$ cat src/rtl/lsu_ctrl_pkg.sv
// Shared LSU constants: funct3 encodings, FSM state encoding, address width
// default, and request decode helpers reused by the decode stage.
package lsu_ctrl_pkg;

    localparam int unsigned AW_DEFAULT = 6;
    localparam int unsigned XLEN       = 32;

    localparam logic [2:0] F3_B  = 3'b000;
    localparam logic [2:0] F3_H  = 3'b001;
    localparam logic [2:0] F3_W  = 3'b010;
    localparam logic [2:0] F3_BU = 3'b100;
    localparam logic [2:0] F3_HU = 3'b101;

    typedef enum logic [2:0] {
        S_IDLE    = 3'd0,
        S_LD_REQ  = 3'd1,
        S_LD_DATA = 3'd2,
        S_ST_WR   = 3'd3,
        S_RMW_RD  = 3'd4,
        S_RMW_WR  = 3'd5,
        S_ERR     = 3'd6
    } lsu_state_e;

    // Stores only define B/H/W; loads additionally define BU/HU.
    function automatic logic f3_illegal(input logic is_store, input logic [2:0] f3);
        if (is_store) begin
            return f3[2] || (f3 == 3'b011);
        end
        return (f3 == 3'b011) || (f3 == 3'b110) || (f3 == 3'b111);
    endfunction

    function automatic logic misaligned(input logic [2:0] f3, input logic [1:0] a);
        case (f3[1:0])
            2'b10:   return a != 2'b00;
            2'b01:   return a[0];
            default: return 1'b0;
        endcase
    endfunction

endpackage

$ cat src/rtl/lsu_ctrl_lane.sv
// Byte/halfword lane extraction for loads and lane merge for sub-word stores.
module lsu_lane
    import lsu_ctrl_pkg::*;
(
    input  logic [XLEN-1:0] word,
    input  logic [1:0]      addr,
    input  logic [2:0]      funct3,
    input  logic [XLEN-1:0] wdata,
    output logic [XLEN-1:0] load_data,
    output logic [XLEN-1:0] merged_word
);

    localparam int unsigned BW = 8;
    localparam int unsigned HW = 16;

    logic [BW-1:0] ld_byte;
    logic [HW-1:0] ld_half;

    always_comb begin
        ld_byte = word[{addr, 3'b000} +: BW];
        ld_half = word[{addr[1], 4'b0000} +: HW];

        case (funct3)
            F3_B:    load_data = {{(XLEN-BW){ld_byte[BW-1]}}, ld_byte};
            F3_BU:   load_data = XLEN'(ld_byte);
            F3_H:    load_data = {{(XLEN-HW){ld_half[HW-1]}}, ld_half};
            F3_HU:   load_data = XLEN'(ld_half);
            default: load_data = word;
        endcase

        merged_word = word;
        case (funct3[1:0])
            2'b00:   merged_word[{addr, 3'b000} +: BW]    = wdata[BW-1:0];
            2'b01:   merged_word[{addr[1], 4'b0000} +: HW] = wdata[HW-1:0];
            default: merged_word = wdata;
        endcase
    end

endmodule

$ cat src/rtl/lsu_ctrl.sv
// Load/store unit controller: single outstanding request to a word-wide
// synchronous memory, with read-modify-write for byte/halfword stores.
module lsu_ctrl
    import lsu_ctrl_pkg::*;
#(
    parameter int unsigned AW = AW_DEFAULT
) (
    input  logic            clk,
    input  logic            rst,
    input  logic            req_valid,
    output logic            req_ready,
    input  logic            req_is_store,
    input  logic [2:0]      req_funct3,
    input  logic [XLEN-1:0] req_addr,
    input  logic [XLEN-1:0] req_wdata,
    output logic            resp_valid,
    output logic [XLEN-1:0] resp_rdata,
    output logic            resp_err,
    output logic            mem_req,
    output logic            mem_we,
    output logic [AW-1:0]   mem_addr,
    output logic [XLEN-1:0] mem_wdata,
    input  logic [XLEN-1:0] mem_rdata
);

    lsu_state_e      state_q, state_d;
    logic [2:0]      f3_q;
    logic [1:0]      addr_lo_q;
    logic [XLEN-1:0] wdata_q;
    logic [XLEN-1:0] mem_wdata_q;
    logic [AW-1:0]   mem_addr_q;
    logic [XLEN-1:0] load_data;
    logic [XLEN-1:0] merged_word;
    logic            accept;
    logic            req_bad;
    logic            unused_addr_hi;

    assign accept         = req_valid && (state_q == S_IDLE);
    assign req_bad        = f3_illegal(req_is_store, req_funct3) || misaligned(req_funct3, req_addr[1:0]);
    assign unused_addr_hi = ^req_addr[XLEN-1:AW+2];
    assign mem_addr       = mem_addr_q;

    lsu_lane u_lane (
        .word        (mem_rdata),
        .addr        (addr_lo_q),
        .funct3      (f3_q),
        .wdata       (wdata_q),
        .load_data   (load_data),
        .merged_word (merged_word)
    );

    // Memory address and write data only move when a real access is set up,
    // so they hold their last values through idle and error cycles.
    always_ff @(posedge clk) begin
        if (rst) begin
            state_q     <= S_IDLE;
            f3_q        <= 3'b000;
            addr_lo_q   <= 2'b00;
            wdata_q     <= '0;
            mem_addr_q  <= '0;
            mem_wdata_q <= '0;
        end else begin
            state_q <= state_d;
            if (accept) begin
                f3_q      <= req_funct3;
                addr_lo_q <= req_addr[1:0];
                wdata_q   <= req_wdata;
                if (!req_bad) begin
                    mem_addr_q <= req_addr[AW+1:2];
                end
                if (!req_bad && req_is_store && (req_funct3 == F3_W)) begin
                    mem_wdata_q <= req_wdata;
                end
            end
            if (state_q == S_RMW_WR) begin
                mem_wdata_q <= merged_word;
            end
        end
    end

    always_comb begin
        state_d    = state_q;
        req_ready  = 1'b0;
        resp_valid = 1'b0;
        resp_err   = 1'b0;
        resp_rdata = '0;
        mem_req    = 1'b0;
        mem_we     = 1'b0;
        mem_wdata  = mem_wdata_q;

        case (state_q)
            S_IDLE: begin
                req_ready = 1'b1;
                if (req_valid) begin
                    if (req_bad)                  state_d = S_ERR;
                    else if (!req_is_store)       state_d = S_LD_REQ;
                    else if (req_funct3 == F3_W)  state_d = S_ST_WR;
                    else                          state_d = S_RMW_RD;
                end
            end
            S_LD_REQ: begin
                mem_req = 1'b1;
                state_d = S_LD_DATA;
            end
            S_LD_DATA: begin
                resp_valid = 1'b1;
                resp_rdata = load_data;
                state_d    = S_IDLE;
            end
            S_ST_WR: begin
                mem_req    = 1'b1;
                mem_we     = 1'b1;
                resp_valid = 1'b1;
                state_d    = S_IDLE;
            end
            S_RMW_RD: begin
                mem_req = 1'b1;
                state_d = S_RMW_WR;
            end
            S_RMW_WR: begin
                mem_req    = 1'b1;
                mem_we     = 1'b1;
                mem_wdata  = merged_word;
                resp_valid = 1'b1;
                state_d    = S_IDLE;
            end
            S_ERR: begin
                resp_valid = 1'b1;
                resp_err   = 1'b1;
                state_d    = S_IDLE;
            end
            default: state_d = S_IDLE;
        endcase
    end

endmodule

$ cat config.mk
export PLATFORM = sky130hd
export DESIGN_NAME = lsu_ctrl
export DESIGN_NICKNAME = d
export VERILOG_FILES = /design/src/rtl/lsu_ctrl_pkg.sv /design/src/rtl/lsu_ctrl_lane.sv /design/src/rtl/lsu_ctrl.sv
export SDC_FILE = /design/constraint.sdc
export NUM_CORES = 1
export LEC_CHECK = 0
export CAP_MARGIN = 25
export CORE_UTILIZATION = 46
export CTS_CLUSTER_DIAMETER = 100
export CTS_CLUSTER_SIZE = 14
export DETAILED_ROUTE_END_ITERATION = 6
export GPL_TIMING_DRIVEN = 0
export HOLD_SLACK_MARGIN = 0.08
export PLACE_DENSITY = 0.81
export SETUP_SLACK_MARGIN = 0.4
export SLEW_MARGIN = 25
export SYNTH_ARGS = -nofsm -noshare
export SYNTH_HDL_FRONTEND = slang
export SYNTH_SLANG_ARGS = --single-unit
$ cat constraint.sdc
create_clock -name clk -period 3.65 [get_ports clk]
set_input_delay 0.73 -clock clk [delete_from_list [all_inputs] [get_ports clk]]
set_output_delay 0.73 -clock clk [all_outputs]
set_load 0.02 [all_outputs]
==> results of run 1 <==
==> registers in the layout (all words and copies together) (netlist names) <==
register and count:
mem_addr 6, mem_wdata_q 32, wdata_q 32, addr_lo_q 2
f3_q 3, state_q 3
==> worst register-to-register path: stages, from the launching register on <==
cell and delay [ns]:
dfxtp_2 0.34, buf_6 0.12, buf_12 0.10, clkinvlp_4 0.11
ha_4 0.29, inv_2 0.03, a311o_2 0.39, buf_6 0.15
a221o_1 0.36, buf_4 0.14, buf_4 0.12, a32o_1 0.20
==> cell type report <==
class / instances / area share, %
multi-input combinational: 517 / 45.4
timing repair buffer: 182 / 22.1
sequential: 78 / 21.2
buffer: 64 / 5.18
tap: 140 / 2.37
clock buffer: 10 / 1.73
clock inverter: 6 / 1.17
inverter: 15 / 0.863
==> stage by stage <==
| stage | power (mW) | setup TNS [ns] |
|---|---|---|
| 6_report | 2.53 | 0 |
| 5_1_grt | 2.63 | 0 |
| 4_1_cts | 2.47 | 0 |
| 3_5_place_dp | 1.73 | -8.52 |
| 3_3_place_gp | 1.72 | -7.05 |
| 2_1_floorplan | 1.39 | 0 |
==> cell usage in the layout (no fill, tap or decap), types with 4 or more instances in the layout <==
cell type        count
clkbuf_8             9
ha_1                 6
a21oi_1             45
inv_1               12
buf_4               31
nand2_1            103
clkbuf_1            16
o32ai_1              4
clkbuf_2            19
nor3_1              25
nor4_2               6
dlygate4sd1_1        5
a221o_1             24
nor2b_1             21
dlygate4sd2_1       22
and3_1               9
clkdlybuf4s15_1      8
buf_6               13
a211o_1             18
a221oi_1             5
o21ai_0             15
a2111o_1             8
mux2i_1             18
nand3_1              6
clkdlybuf4s15_2      7
dfxtp_1             76
a32o_1              32
buf_2               34
nor2_1              92
clkdlybuf4s50_1     81
o21a_1              33
==> cell usage after synthesis (all sizes together) (3+ instances only) <==
library cell / instances
dfxtp: 78
nand2: 103
a21oi: 47
o221a: 3
and2: 3
clkbuf: 32
and3: 10
buf: 29
nor4: 9
o32ai: 4
nor2: 92
o21a: 33
nor4b: 3
a221o: 24
ha: 8
a221oi: 8
dlygate4sd1: 3
nor2b: 21
a211o: 18
mux2i: 19
a31oi: 4
a32o: 32
a2111o: 8
nand3: 6
inv: 15
o21ai: 15
nor3: 27
==> metal layers <==
metal	track usage [%]	vias up
met4	15.9	0
met5	0	-
met3	6.96	43
li1	-	2852
met1	46.4	2905
met2	54.8	342
==> logic make-up (layout without fill, tap and decap cells) <==
group | count (synthesis) | in the layout | synth area share (%)
AOI/OAI and AO/OA | 202 | 202 | 30.9
xor gates and xnor gates | 2 | 2 | 0.341
adders and majority gates | 9 | 9 | 2.14
buffers and inverters | 79 | 277 | 7.31
DFF | 78 | 78 | 30.4
muxes | 21 | 21 | 4.14
and+or+nand+nor | 283 | 283 | 24.8
==> how the worst max path moves through the flow <==
stage / endpoint / cells after the start / start / slack, ns
after floorplan: mem_wdata[24] / 9 / addr_lo_q[1] / 0.74
after global placement: mem_wdata[23] / 9 / addr_lo_q[1] / -0.28
after detailed placement: resp_rdata[30] / 7 / mem_rdata[23] / -0.31
after CTS: mem_wdata[13] / 11 / addr_lo_q[1] / 0.27
after global routing: mem_wdata[13] / 11 / addr_lo_q[1] / 0.30
final: mem_wdata[5] / 10 / addr_lo_q[1] / 0.37
==> power by group through the flow <==
stage	clock network (mW)	registers [mW]	logic, mW
3_3_place_gp	0	0.964	0.755
2_1_floorplan	0	0.950	0.439
5_1_grt	0.763	0.952	0.918
6_report	0.719	0.949	0.866
3_5_place_dp	0	0.966	0.766
4_1_cts	0.728	0.946	0.792
==> repair_timing <==
item / 4_1_cts / 5_1_grt
gates resized for setup: 204 / 66
hold buffers: 0 / 0
setup buffers: 17 / 13
pin swaps: 19 / 10
setup endpoints to repair: 64 / 59
==> qor.csv, run 1 <==
metric;value;unit
highest_layer;met4;
rsz0062_at_grt;yes;
fp-row-count;38;
r2r-end;mem_wdata_q[5];
grt-ovfl-total;0;
p_leak;2.97;nW
fin_skew;0.0131;ns
hold_depth;2;
regToRegStartpoint;addr_lo_q[1];
end_kind;output pin;
avgRoutedWirePerCell;20.4;um
power_switching;882;uW
p_seq_share;37.5;%
cp_top_family;compound AO/OA/AOI/OAI gates;
synth_ff_type;dfxtp_1;
synthCells;674;
layout-drive-gt1-share;18.1;%
gp_congestion;0.960;
critPathMaxStageDelay;0.39;ns
start_util;47.4;%
utilization;68.2;%
via_per_inst;6.07;
clockRootBuffer;clkbuf_8;
drv_slew;0;
cap_violations;0;
clock_latency;0.37;ns
grt_antenna_before_repair;0;
r2r_slack;1.19;ns
num_io_pins;178;
period_needed;3.28;ns
r2r_cells;11;
drt_iter0_drc;579;
p_per_area;343;nW/um2
path_clk_slew;0.08;ns
instances_no_fill;1012;
grt_use_total;35.1;%
fin_nets;978;
synth-async-reset-ratio;0;%
comb_power_share;34.2;%
fmax;305;MHz
numCtsBuffers;9;
cts_buffer_depth;2;
min_path_type;reg2reg;
crit_fanout;5;
critPathArrivalTime;2.55;ns
crit_top_cell;buf_6;
pre_cts_slack;-0.314;ns
avgSynthCellArea;7.62;um2
setup_viol;0;
crit_buf_inv;6;
postPlaceCellArea;6830;um2
synth_area_leaders;dfxtp_1 (30%), nand2_1 (7.5%), nor2_1 (6.7%);
routed_wl;20.7;mm
pwr-share-clk;28.4;%
wl_met2;9.33;mm
wl_met1;8.59;mm
holdPathEnd;wdata_q[21];
outcome;finished clean;
slew_headroom;43.8;%
start_kind;flop;
ys_types;47;
fp.dieArea;11600;um2
internal_power;1.65;mW
crit_path_top_delay_cell;a311o_2;
synth_edf_count;0;
synth_top_area_share;30.4;%
timing.hold.ws;0.461;ns
vias;6142;
worstPathRequired;2.92;ns
swShare;34.8;%
die_h;108;um
worstSetupPathType;reg2out;
portBuffers;152;
grt_pass1_wl;30.6;mm
diodes;0;
fillers;954;
final_area;7390;um2
die_x;108;um
grt_pass1_vias;5612;
route.detailed.drc;0;
fin_ws;0.373;ns
syn_to_final_growth;43.9;%
ys_ff_latch;78;
multi_input_area;3360;um2
seq_area_frac_synth;30.4;%
cts_sinks;78;
hold_viol;0;
post-dp-hpwl;15.6;mm
grt_max_degree;14;
yosysTopAreaCell;dfxtp_1;
finalCritPeriodShare;89.8;%
routed-wl-met3;2.08;mm
cts_tree;done;
core_area;10800;um2
min-delay-start;wdata_q[21];
yosysWarnings;0;
placed_cells;966;
synthesis.area;5140;um2
path_cells;buf_6 -> buf_12 -> clkinvlp_4 -> ha_4 -> inv_2 -> a311o_2 -> buf_6 -> a221o_1 -> o21a_1 -> buf_6;
regArea;1570;um2
worst_pin_slew;0.837;ns
ant_nets;0;
h-tree-depth;3;
syn-num-nets;785;
drt_pass1_iterations;6;
irDropWorstVdd;0.217;mV
No activity file was read; power rests on OpenSTA's default activity.
==> run 2, diff against run 1 <==
- CORE_UTILIZATION: 46 -> 42
- PLACE_DENSITY: 0.81 -> 0.78
- clock period: 3.65 -> 3 ns (I/O delays scaled with it)
==> qor.csv, run 2 (synthesis results as in run 1) <==
metric;value;unit
path_cells;buf_6 -> buf_12 -> inv_8 -> ha_4 -> inv_2 -> a311o_2 -> a221o_1 -> o21a_1 -> buf_6;
worstSetupPathType;reg2out;
route.detailed.drc;0;
cts_buffer_depth;2;
placed_cells;973;
start_util;42.9;%
fmax;345;MHz
grt_pass1_wl;32.6;mm
p_seq_share;33.1;%
post-dp-hpwl;15.8;mm
fillers;1011;
comb_power_share;32.8;%
fin_skew;0.00753;ns
syn_to_final_growth;56.2;%
ant_nets;0;
drt_iter0_drc;541;
grt_antenna_before_repair;0;
clock_latency;0.34;ns
path_clk_slew;0.06;ns
clockRootBuffer;clkbuf_16;
p_per_area;437;nW/um2
cts_sinks;78;
fp-row-count;40;
avgRoutedWirePerCell;20.8;um
instances_no_fill;1025;
via_per_inst;6.14;
slew_headroom;44.0;%
fin_nets;984;
cts_tree;done;
num_io_pins;178;
finalCritPeriodShare;96.5;%
cts_hold_buf;0;
timing.hold.ws;0.463;ns
fp.dieArea;12700;um2
grt_use_total;33.2;%
diodes;0;
worst_pin_slew;0.834;ns
pwr-share-clk;34.2;%
cap_violations;0;
h-tree-depth;3;
routed_wl;21.4;mm
layout_common_cells;nand2_1 (100), nor2_1 (90), dfxtp_1 (76), clkdlybuf4s50_1 (76), buf_4 (50);
crit_top_cell;buf_6;
min_path_type;reg2reg;
drv_slew;0;
end_kind;output pin;
period_needed;2.90;ns
start_kind;flop;
internal_power;2.35;mW
layout-drive-gt1-share;28.4;%
gp_congestion;0.970;
rsz0062_at_grt;yes;
die_h;113;um
setup_viol;0;
portBuffers;152;
outcome;finished clean;
crit_path_top_delay_cell;a311o_2;
irDropWorstVdd;0.247;mV
drt_pass1_iterations;6;
total_power;3.51;mW
p_leak;3.14;nW
hold_viol;0;
postPlaceCellArea;6880;um2
final_common_cell;nand2_1;
core_area;12000;um2
crit_fanout;8;
swShare;33.1;%
vias;6294;
die_x;113;um
numCtsBuffers;9;
grt_pass1_vias;5896;
grt-ovfl-total;0;
grt_max_degree;14;
cp_top_family;compound AO/OA/AOI/OAI gates;
final_area;8020;um2
critPathArrivalTime;2.30;ns
worstPathRequired;2.40;ns
critPathMaxStageDelay;0.40;ns
power_switching;1.16;mW
crit_buf_inv;5;
-- run 2: worst register-to-register path, cell delays in order (launching register included) --
cell and delay (ns):
dfxtp_2 0.34, buf_6 0.12, buf_12 0.11, inv_8 0.04, ha_4 0.27, inv_2 0.04, a311o_2 0.40, a221o_1 0.36
buf_4 0.14, a32o_1 0.21
-- run 2: power groups by stage --
| stage | sequential [mW] | combinational [mW] | clock [mW] |
|---|---|---|---|
| 4_1_cts | 1.15 | 1.03 | 1.20 |
| 2_1_floorplan | 1.16 | 0.541 | 0 |
| 3_3_place_gp | 1.17 | 0.921 | 0 |
| 6_report | 1.16 | 1.15 | 1.20 |
| 3_5_place_dp | 1.18 | 0.935 | 0 |
| 5_1_grt | 1.16 | 1.22 | 1.26 |
-- run 2: per-layer routing --
metal	wire length, um	track usage (%)	up-vias
met5	0	0	-
met4	723	12.6	0
met3	1920	6.59	59
met2	9840	52.9	373
met1	8880	44.2	2999
li1	-	-	2863
-- run 2: area by class of cell --
cell class | count | area (um2) | area share (%)
buffer | 64 | 472 | 5.88
clock buffer | 11 | 243 | 3.03
clock inverter | 5 | 81.3 | 1.01
inverter | 15 | 66.3 | 0.827
multi-input combinational | 517 | 3700 | 46.1
sequential | 78 | 1570 | 19.5
tap | 147 | 184 | 2.29
timing repair buffer | 188 | 1710 | 21.3
-- run 2: repair_timing --
action                     4_1_cts  5_1_grt
buffers inserted                21       15
resized for setup              455       88
setup endpoints to repair       96       64
pin swaps                       40       32
-- run 2: path summary, 6_finish.rpt --
kind                                   start        endpoint  slack [ns]  cells after the start
worst min register to register   wdata_q[22]     wdata_q[22]        0.46                      2
worst max-delay path            addr_lo_q[1]    mem_wdata[0]        0.10                      9
worst max register to register  addr_lo_q[1]  mem_wdata_q[1]        0.87                      9
worst min-delay path             wdata_q[22]     wdata_q[22]        0.46                      2
-- run 2: metrics by stage --
stage	setup TNS [ns]	util [%]	worst slack, ns
floorplan	0	-	0.414
global placement	-31.75	57.5	-0.607
detailed placement	-34.43	57.5	-0.656
CTS	0	63.8	0.108
global route	0	67.1	0.0361
finish	0	67.1	0.104
==> RTL change, RTL diff (settings of run 2) <==
Register the output `resp_err`, with the module's reset; this adds one clock of latency there. The other outputs are not delayed to match.
--- a/src/rtl/lsu_ctrl.sv
+++ b/src/rtl/lsu_ctrl.sv
@@ -23,4 +23,6 @@
     input  logic [XLEN-1:0] mem_rdata
 );
+
+    logic resp_err_d;
 
     lsu_state_e      state_q, state_d;
@@ -83,5 +85,5 @@
         req_ready  = 1'b0;
         resp_valid = 1'b0;
-        resp_err   = 1'b0;
+        resp_err_d = 1'b0;
         resp_rdata = '0;
         mem_req    = 1'b0;
@@ -127,5 +129,5 @@
             S_ERR: begin
                 resp_valid = 1'b1;
-                resp_err   = 1'b1;
+                resp_err_d = 1'b1;
                 state_d    = S_IDLE;
             end
@@ -134,4 +136,12 @@
     end
 
+    always_ff @(posedge clk) begin
+        if (rst) begin
+            resp_err <= '0;
+        end else begin
+            resp_err <= resp_err_d;
+        end
+    end
+
 endmodule
 
Check against the original RTL: not equivalent (Yosys sat finds a counterexample within 4 cycles, from zero or initial values and one cycle with rst high).
==> RTL change against run 2 <==
The run now ends with setup timing left; total power rose by 1.9%; die area rose by 0.23%; cell area up 1.1%; critical path type unchanged; largest power group is now combinational logic; wire length is 1.6% higher; worst setup slack lost 140 ps; worst hold slack lost 9.2 ps; area after synthesis up 0.24%; sequential cell count rose by 1.
==> RTL change: results (changes against run 2) <==
| Metric | Value |
|---|---|
| Sink Count | 79 (+1.3%) |
| Slowest CP cell | a2111o_1 |
| NonClk Buf Share | 26.6% (-0.54 points) |
| M1 GR Usage | 42.7% (-1.5 points) |
| Final setup vio count | 3 (+3) |
| Worst slack, placed | -765 ps (-109 ps) |
| Max stage delay on crit path | 450 ps (+50 ps) |
| Status | finished with violations |
| Post-synthesis adder-cell area fraction | 2.14% (-0.0052 points) |
| Overall routing resource usage | 33.1% (-0.15 points) |
| Clock buffers | 10 (-1) |
| Violated checks | setup timing |
| Drt wl/cell | 21.2 µm (+1.9%) |
| DP Area | 6880 µm² (about the same) |
| Sequential cell area share | 19.6% (+0.051 points) |
| Max Clock Skew | 4.03 ps (-3.50 ps) |
| Share of the yosys chip area belonging to registers | 30.7% (+0.31 points) |
| Met3 Wirelength | 1700 µm (-12%) |
| Flop pwr share | 32.9% (-0.2 points) |
| Gpl congestion | 0.963 (-0.77%) |
| Worst setup slack after layout | -39.1 ps (-143 ps) |
| Final TNS setup | -94.3 ps (-94.3 ps) |
| Detail Placement HPWL | 16,200 µm (+2.6%) |
| WL final | 21,700 µm (+1.6%) |
| Fraction of layout cells with a size suffix above 1 | 27.1% (-1.3 points) |
| Final net count | 981 (-0.30%) |
| Slew HR | 47.7% (+3.6 points) |
| Reg2reg end | mem_wdata_q[8] |
| Number of non-clock buffers | 248 (-1.6%) |
| Synth area leaders | dfxtp_1 (31%), nand2_1 (7.5%), nor2_1 (6.8%) |
| Cells after DPL | 974 (+0.10%) |
| Sw Share | 34.0% (+0.93 points) |
| Vias per cell | 6.19 (+0.82%) |
RTL change: cell types whose count changed after synthesis, sizes merged:
cell / delta
nor3: +1
nor4b: -1
nor2: +1
clkbuf: +3
and4: +10
and2: -1
and3: -10
dlygate4sd1: -3
dfxtp: +1
RTL change: worst max path at each step:
stage | slack, ps | cells after the start | to
2_1_floorplan | 410 | 8 | mem_wdata[0]
3_3_place_gp | -750 | 7 | resp_rdata[27]
3_5_place_dp | -770 | 7 | resp_rdata[27]
4_1_cts | 6 | 9 | mem_wdata[0]
5_1_grt | -100 | 9 | mem_wdata[0]
6_report | -40 | 10 | mem_wdata[14]
RTL change: timing repair:
action                     4_1_cts  5_1_grt
pin swaps                       39       35
setup endpoints to repair       97       62
resized for setup              378      162
cloned                           0        1
setup buffers                   21       10
hold buffers                     0        0
